===== config.mk =====
export PLATFORM = sky130hd
export DESIGN_NAME = and32_unit
export DESIGN_NICKNAME = d
export VERILOG_FILES = /design/src/rtl/and32_unit_pkg.sv /design/src/rtl/and32_unit_cell.sv /design/src/rtl/and32_unit.sv
export SDC_FILE = /design/constraint.sdc
export NUM_CORES = 1
export LEC_CHECK = 0
export ABC_AREA = 0
export CORE_MARGIN = 2
export CORE_UTILIZATION = 30
export CTS_BUF_LIST = sky130_fd_sc_hd__clkbuf_16
export DETAILED_ROUTE_END_ITERATION = 16
export PLACE_DENSITY = 0.73
export SLEW_MARGIN = 25
export SYNTH_ARGS = -nofsm -noshare
export SYNTH_HDL_FRONTEND = slang
export SYNTH_SLANG_ARGS = --single-unit

===== constraint.sdc =====
create_clock -name clk -period 0.8 [get_ports clk]
set_input_delay 0.08 -clock clk [delete_from_list [all_inputs] [get_ports clk]]
set_output_delay 0.08 -clock clk [all_outputs]
set_load 0.1 [all_outputs]

===== src/rtl/and32_unit_pkg.sv =====
// Shared ALU definitions used by the AND leg of the MIPS ALU datapath.
// Holds the default datapath width, the ALU opcodes and an all-ones mask helper.
package and32_unit_pkg;

  localparam int ALU_WIDTH = 32;
  localparam int MAX_MASK_WIDTH = 64;

  typedef enum logic [3:0] {
    ALU_OP_AND = 4'b0000,
    ALU_OP_OR  = 4'b0001,
    ALU_OP_ADD = 4'b0010,
    ALU_OP_SUB = 4'b0110,
    ALU_OP_SLT = 4'b0111
  } alu_op_e;

  localparam alu_op_e AND_OPCODE = ALU_OP_AND;

  // Low w bits set; callers take the slice they need (w <= MAX_MASK_WIDTH).
  function automatic logic [MAX_MASK_WIDTH-1:0] all_ones_mask(input int w);
    logic [MAX_MASK_WIDTH-1:0] mask;
    mask = '0;
    for (int i = 0; i < MAX_MASK_WIDTH; i++) begin
      if (i < w) mask[i] = 1'b1;
    end
    return mask;
  endfunction

endpackage


===== src/rtl/and32_unit_cell.sv =====
// One-bit AND cell; replicated across the operand width by and32_unit.
module and_bit_cell (
  input  logic x,
  input  logic y,
  output logic z
);

  assign z = x & y;

endmodule


===== src/rtl/and32_unit.sv =====
// Bitwise AND unit: combinational result for the ALU mux plus a registered,
// valid-qualified copy with zero / all-ones flags for pipeline staging.
module and32_unit
  import and32_unit_pkg::*;
#(
  parameter int WIDTH = ALU_WIDTH
) (
  input  logic             clk,
  input  logic             rst_n,
  input  logic [WIDTH-1:0] a,
  input  logic [WIDTH-1:0] b,
  input  logic             in_valid,
  output logic [WIDTH-1:0] res_comb,
  output logic [WIDTH-1:0] res,
  output logic             out_valid,
  output logic             zero,
  output logic             ones
);

  localparam logic [MAX_MASK_WIDTH-1:0] ONES_FULL = all_ones_mask(WIDTH);
  localparam logic [WIDTH-1:0]          ONES_MASK = ONES_FULL[WIDTH-1:0];

  logic [WIDTH-1:0] res_d, res_q;
  logic             valid_d, valid_q;
  logic             zero_d, zero_q;
  logic             ones_d, ones_q;

  for (genvar i = 0; i < WIDTH; i++) begin : g_cell
    and_bit_cell u_cell (
      .x (a[i]),
      .y (b[i]),
      .z (res_comb[i])
    );
  end

  // Idle cycles hold the last result so unknown operands never reach the flops.
  always_comb begin
    res_d   = res_q;
    zero_d  = zero_q;
    ones_d  = ones_q;
    valid_d = 1'b0;
    if (in_valid) begin
      res_d   = res_comb;
      zero_d  = (res_comb == '0);
      ones_d  = (res_comb == ONES_MASK);
      valid_d = 1'b1;
    end
  end

  always_ff @(posedge clk or negedge rst_n) begin
    if (!rst_n) begin
      res_q   <= '0;
      valid_q <= 1'b0;
      zero_q  <= 1'b0;
      ones_q  <= 1'b0;
    end else begin
      res_q   <= res_d;
      valid_q <= valid_d;
      zero_q  <= zero_d;
      ones_q  <= ones_d;
    end
  end

  assign res       = res_q;
  assign out_valid = valid_q;
  assign zero      = zero_q;
  assign ones      = ones_q;

endmodule


# Yosys cells after proc, flatten, opt, wreduce, memory -nomap -nowiden
# Cells that the tools add are included.
# word_totals
word_cells	39
ff_bits	35
# op_classes
muxes	1
n_reduce_logical	1
eq_ne	1
n_bitwise	32
# op_table
op	n
bitwise AND 1 bit	32
== test 32 bit (second input constant)	1
zero test 32 bit	1
two-way mux 1 bit	1

# Depth between registers and ports, before layout
# Gate-level depths: netlist (run 1).
# logic_depth
ltp_word	2
mapped_depth	4

# By module
# From an unflattened synthesis (run 1), not the netlist that was laid out.
# unflattened
cells_unflattened	128
area_unflattened_um2	1639.1
# by_module_without_submodules
mod	area_per_inst_um2	instances	seq_area_each_um2	cells_each
and32_unit	1438.9	1	875.8	96
and_bit_cell	6.3	32	0.0	1

# Worst setup path after synthesis (run 1)
# OpenSTA, ideal clock, no wires.
# synth_path
kind	input to register
start	input a[0]
end	register zero_q (netlist: zero)
stages	4
path_buffers	0
path_slack_ns	-0.787
required_time_ns	0.705
setup_time_ns	0.095
arrival_ns	1.491
path_cell_list	and2_4 or4_1 or4_1 o32ai_2
# synth_via
elab_chain_len	2
# synth_lines
element	line_no	rtl
start: declaration	and32_unit.sv:10	input logic [WIDTH-1:0] a,
bitwise AND 1 bit	and32_unit_cell.sv:8	assign z = x & y;
zero test 32 bit	and32_unit.sv:44	zero_d = (res_comb == '0);
end signal: assignment	and32_unit.sv:59	zero_q <= zero_d;
end: declaration	and32_unit.sv:25	logic zero_d, zero_q;
# No other way between the ends.
# A chain may end at the register's enable or synchronous reset.

# Final worst setup path (run 1)
# layout_path
start	input b[2]
end	register zero_q (netlist: zero)
# layout_via
elab_chain_len	2
# layout_lines
element	line_no	rtl
start: declaration	and32_unit.sv:11	input logic [WIDTH-1:0] b,
bitwise AND 1 bit	and32_unit_cell.sv:8	
zero test 32 bit	and32_unit.sv:44	
# No other way between the ends.

==> summary.md, run 1 <==
• **row count** 29
• **cell taking the most area after synthesis** dfrtp_1
• **post-detailed-route count of antenna-violating nets** 0
• **clock tree from TritonCTS** done
• **RePlAce Congestion** 0.8088
• **count of flip-flops with a built-in enable after synthesis** 0
• **headroom to the max-slew limit** 0.7811
• **number of antenna cells inserted** 0
• **unrepaired setup endpoints after global routing** true
• **clock network latency to the later pin of the worst-skew pair** 0.27 ns
• **CTS Buf Count** 5
• **Mapped Nets** 237
• **Post-synth top cells** 35 x dfrtp_1, 32 x buf_4, 31 x mux2_2, 27 x and2_1, 14 x nand4_1
• **synth unique cells** 19
• **portion of synthesized cell area occupied by the leading cell type** 0.4540
• **shortest clock period the worst path allows after layout** 1.392 ns
• **area of the core** 6277 um2
• **register area share after synthesis** 0.4540
• **power density normalized to cell area** 1743 nW/um2
• **1st-iter DRT viols** 34
• **VDD IR-drop max** 1.301 mV
• **clock tree buffer depth** 2
• **CTS clk-pin slew, worst paths** 0.05 ns
• **via count of the first global-routing pass** 2027
• **Clock H-tree levels** 2
• **full die area** 7089 um2
• **synthesis-to-finish area growth** 128.5%
• **pin count of the biggest net entering global routing** 36
• **slew at the pin closest to its max-slew limit** 0.3253 ns
• **Root Driver** clkbuf_16
• **leakage power figure** 1.970 nW
• **launching element type of the critical path** input pin
• **total number of yosys warnings** 0
• **highest net fanout along the worst path** 2
• **number of placed I/O pins** 134
• **Final Max Slew Viols** 0
• **final number of setup-violating endpoints** 65
• **number of instances in the synthesized netlist** 170
• **status** finished with violations
• **total routing usage reported by global routing** 0.1830
• **mapped cell area** 1929 um2
• **design area** 4408 um2
• **final global-route overflow total** 0
• **Worst Setup Slack, final** -0.5919 ns
• **Mean Syn Cell Area** 11.35 um2
• **Clock Sinks** 35
• **average vias per placed instance** 4.594
• **Setup crit end kind** register
• **number of register bits inferred by synthesis** 35
• **top_reg_cell synth** dfrtp_1
• **critical setup path kind** in -> reg
• **maxcap violations** 0
• **DRC errors left** 0
• **Detailed Place HPWL** 5.153 mm
• **Starting Density** 0.3074
• **total wire length after detailed routing** 6.547 mm
• **post-place setup slack** -1.264 ns
• **leading cell types by total area after synthesis** dfrtp_1 45%, mux2_2 18%, buf_4 12%
• **wire per inst** 16.41 um
• **Worst Skew** 0 ns
• **DR pass1 iterations** 2
• **crit path DAT** 1.57 ns
• **part of the cycle the worst path needs** 1.740
• **Buffers on Ports** 133
• **Fillers** 447
• **violations in the final reports** setup timing
• **vertical die dimension** 84.20 um
• **endpoint required time on the critical path** 0.98 ns
• **asr flop ratio synth** 1.000
• **antenna violations before repair** 0
• **fraction of layout cells with a size suffix above 1** 0.8509
• **area of placed instances** 4118 um2
• **die width** 84.20 um
• **final hold violations** 0
• **Net count, final** 388
• **highest clock rate** 718.4 MHz
• **leading cell type by number of instances after synthesis** dfrtp_1
• **worst hold-check path type** in -> reg
• **wire length of the first global-routing pass** 10.29 mm
• **vias** 1833
• **Worst R2R Setup Slack** -0.17 ns
-- flip-flops by register name, indices dropped and copies added, names as in the netlist --
register,flops
ones,1
res,32
zero,1
out_valid,1
-- area by class of cell --
class,instances,area [um2],share of cell area
well taps,77,96.34,0.02186
flip-flops and latches,35,983.4,0.2231
inverters,3,11.26,0.002555
multi-input cells,96,878.3,0.1993
repair buffers,180,2301,0.5220
clock inverters,3,12.51,0.002838
clock buffers,5,125.1,0.02838
-- logic make-up (layout without fill, tap and decap cells) --
logic type,Yosys count,after routing,share of synthesized area
simple gates,62,62,0.2127
buf+inv,39,191,0.1381
flops,35,35,0.4540
mux,31,31,0.1809
compound gates,3,3,0.01427
-- worst max-delay path, cell delays in order --
cell and delay [ns]:
buf_6 0.09, and2_4 0.14, or4_1 0.51, or4_4 0.54
o32ai_2 0.19
-- metal layers --
layer  track usage  wire length (um)  share of wire  vias up
met2        0.3355              3583           0.55       70
met5             0                 0              0        -
met3       0.05408               467          0.071        6
met4       0.02786                56         0.0086        0
li1              -                 -              -      870
met1        0.2150              2440           0.37      887
-- layout by cell type (no fill, tap or decap), drive strengths merged, types with 2 or more instances in the layout --
master,instances
nand4,14
nor4,4
clkdlybuf4s15,14
clkbuf,10
dfrtp,35
mux2,31
buf,158
or4,8
dlygate4sd2,2
and2,32
inv,5
-- timing repair --
item | CTS | global route
endpoints found under the setup margin | 100 | 76
buffers inserted | 14 | 6
gates resized for setup | 255 | 21
pin swaps | 42 | 13
endpoints found under the hold margin | 35 | 0
hold buffers | 1 | 0
-- power breakdown --
| part | internal (mW) | total (mW) | switching [mW] |
|---|---|---|---|
| clock | 1.12 | 1.80 | 0.673 |
| combinational | 1.52 | 3.73 | 2.21 |
| sequential | 2.00 | 2.15 | 0.156 |
| total | 4.64 | 7.68 | 3.04 |
-- metrics by stage --
stage / utilization / std cells / setup TNS [ns] / hold slack [ns] / total power [mW]
4_1_cts: 0.6948 / 396 / -9.802 / 0.1338 / 7.705
2_1_floorplan: - / 170 / -8.663 / -0.2156 / 4.253
6_report: 0.7022 / 399 / -9.594 / 0.1220 / 7.683
3_3_place_gp: 0.6560 / 375 / -22.88 / 0.05766 / 5.803
5_1_grt: 0.7022 / 399 / -10.78 / 0.1629 / 7.949
3_5_place_dp: 0.6560 / 375 / -23.65 / 0.05632 / 5.841
-- worst paths after layout --
check | from | endpoint | depth (start not counted)
setup reg to reg | res[14] | res[14] | 2
max in group asynchronous | rst_n | res[31] | 3
min in group asynchronous | rst_n | res[12] | 3
hold / removal | in_valid | res[0] | 3
setup / recovery | b[2] | zero | 5
hold reg to reg | res[29] | res[29] | 1
No activity file was read; power rests on OpenSTA's default activity.
==> run 2, diff against run 1 <==
--- a/config.mk
+++ b/config.mk
@@ -5,12 +5,12 @@
 export SDC_FILE = /design/constraint.sdc
 export NUM_CORES = 1
 export LEC_CHECK = 0
-export ABC_AREA = 0
 export CORE_MARGIN = 2
 export CORE_UTILIZATION = 30
 export CTS_BUF_LIST = sky130_fd_sc_hd__clkbuf_16
 export DETAILED_ROUTE_END_ITERATION = 16
 export PLACE_DENSITY = 0.73
+export RECOVER_POWER = 100
 export SLEW_MARGIN = 25
 export SYNTH_ARGS = -nofsm -noshare
 export SYNTH_HDL_FRONTEND = slang
==> run 2 against run 1 <==
  * The run still ends with setup timing left
  * Count of clock-buffer cells in the layout did not move
  * Sequential power is essentially flat
  * Design area shrank 3.9%
  * Combinational power down 3%
  * Via count is 0.22% lower
  * Clock skew stayed put
  * Global-route usage unchanged
  * Hold slack worse by 0.0018 ns
  * Die area did not move
  * Critical path type unchanged
  * Highest routed layer unchanged
==> summary.md, run 2 (synthesis gave the netlist of run 1 again) <==
• **largest incremental delay on the critical path** 0.54 ns
• **final number of setup-violating endpoints** 67
• **power density normalized to cell area** 1785 nW/um2
• **clock tree buffer depth** 2
• **shortest clock period the worst path allows after layout** 1.393 ns
• **commonest non-fill, non-tap cell in the layout** buf_6
• **1st-iter DRT viols** 48
• **headroom to the max-slew limit** 0.6739
• **full die area** 7089 um2
• **final global-route overflow total** 0
• **Worst Skew** 0 ns
• **Root Driver** clkbuf_16
• **clock tree from TritonCTS** done
• **commonest cells after routing, fill and taps aside** 52 x buf_6, 48 x buf_12, 30 x mux2_2, 28 x buf_2, 26 x dfrtp_4
• **average vias per placed instance** 4.584
• **Detailed Place HPWL** 5.153 mm
• **post-detailed-route count of antenna-violating nets** 0
• **aggregate negative setup slack** -9.646 ns
• **status** finished with violations
• **RePlAce Congestion** 0.8088
• **clock network latency to the later pin of the worst-skew pair** 0.27 ns
• **DR pass1 iterations** 4
• **part of the cycle the worst path needs** 1.741
• **endpoint required time on the critical path** 0.98 ns
• **cell type group with the largest total delay on the critical path** simple AND/OR/NAND/NOR gates
• **violations in the final reports** setup timing
• **antenna violations before repair** 0
• **slew at the pin closest to its max-slew limit** 0.4891 ns
• **worst hold-check path type** in -> reg
• **DRC errors left** 0
• **row count** 29
• **Fillers** 475
• **critical setup path kind** in -> reg
• **area of placed instances** 4118 um2
• **Reg2Reg Depth** 2
• **wire per inst** 16.42 um
• **Final Max Slew Viols** 0
• **fraction of layout cells with a size suffix above 1** 0.8385
• **total wire length after detailed routing** 6.553 mm
• **slowest CP cell** or4_4
• **vias** 1829
• **crit path DAT** 1.57 ns
• **number of antenna cells inserted** 0
• **leakage power figure** 1.912 nW
• **Clock H-tree levels** 2
• **Starting Density** 0.3074
• **design area** 4234 um2
• **highest net fanout along the worst path** 2
• **launching element type of the critical path** input pin
• **Buffers on Ports** 133
• **number of placed I/O pins** 134
• **cell count of the worst hold path** 3
• **wire length of the first global-routing pass** 10.29 mm
• **Clock Sinks** 35
• **Net count, final** 388
• **Setup crit end kind** register
• **critical path depth** 5
• **Bufs and invs on worst path** 1
• **maxcap violations** 0
• **CTS Buf Count** 5
• **flip-flop count of the largest register after layout** 32
• **CTS clk-pin slew, worst paths** 0.05 ns
• **area of the core** 6277 um2
• **Worst R2R Setup Slack** -0.17 ns
• **pin count of the biggest net entering global routing** 36
• **synthesis-to-finish area growth** 119.5%
• **vertical die dimension** 84.20 um
• **VDD IR-drop max** 1.292 mV
• **via count of the first global-routing pass** 2027
• **die width** 84.20 um
• **highest clock rate** 718.1 MHz
• **cell chain of the critical path** buf_6 > and2_4 > or4_1 > or4_4 > o32ai_2
• **unrepaired setup endpoints after global routing** true
• **final hold violations** 0
• **Worst Setup Slack, final** -0.5926 ns
• **Total Power Consumption** 7.557 mW
• **total routing usage reported by global routing** 0.1830
## run 2: cell types whose count changed in the layout (fill, tap and decap cells not counted)
cell             change
clkdlybuf4s15_1      +1
clkbuf_1             +1
and2_4               -2
buf_8                +4
buf_6               +15
and2_1               +2
buf_12              -20
clkdlybuf4s15_2      -1
## run 2: where the power goes
part           total (mW)  switching (mW)  internal (mW)
registers            2.15           0.157           2.00
clock network        1.79           0.667           1.12
logic                3.61            2.20           1.42
total                7.56            3.02           4.54
## run 2: layout make-up
cell class / count / area (um2) / share of cell area
Multi-Input combinational cell: 96 / 873.3 / 0.2063
Tap cell: 77 / 96.34 / 0.02275
Inverter: 3 / 11.26 / 0.002660
Timing Repair Buffer: 180 / 2132 / 0.5035
Clock buffer: 5 / 125.1 / 0.02955
Sequential cell: 35 / 983.4 / 0.2323
Clock inverter: 3 / 12.51 / 0.002955
## run 2: timing repair
action | in CTS | in global routing
gates resized for setup | 255 | 21
pin swaps | 42 | 13
setup endpoints to repair | 100 | 76
hold buffers | 1 | 0
buffers inserted | 14 | 6
endpoints found under the hold margin | 35 | 0
## run 2: worst reg2reg max path, cell delays in order (launching register included)
cell	delay, ns
dfrtp_4	0.49
buf_6	0.12
mux2_2	0.25
## run 2: metal layers
layer	GRT usage	part of all wire
met1	0.2150	0.37
met3	0.05408	0.072
met4	0.02786	0.0085
met2	0.3355	0.55
met5	0	0
## run 2: per-stage QoR
stage | hold WS, ns | instances | worst slack, ns | util
final | 0.1201 | 399 | -0.5926 | 0.6745
after global routing | 0.1642 | 399 | -0.6377 | 0.6745
after CTS | 0.1338 | 396 | -0.6537 | 0.6948
after detailed placement | 0.05632 | 375 | -1.264 | 0.6560
after global placement | 0.05766 | 375 | -1.230 | 0.6560
after floorplan | -0.2156 | 170 | -0.7236 | -
## run 2: path summary, 6_finish.rpt
check	startpoint	to
max	b[2]	zero
min	in_valid	res[0]
max reg2reg	res[14]	res[14]
min reg2reg	res[29]	res[29]
max in group asynchronous	rst_n	res[10]
min in group asynchronous	rst_n	res[12]
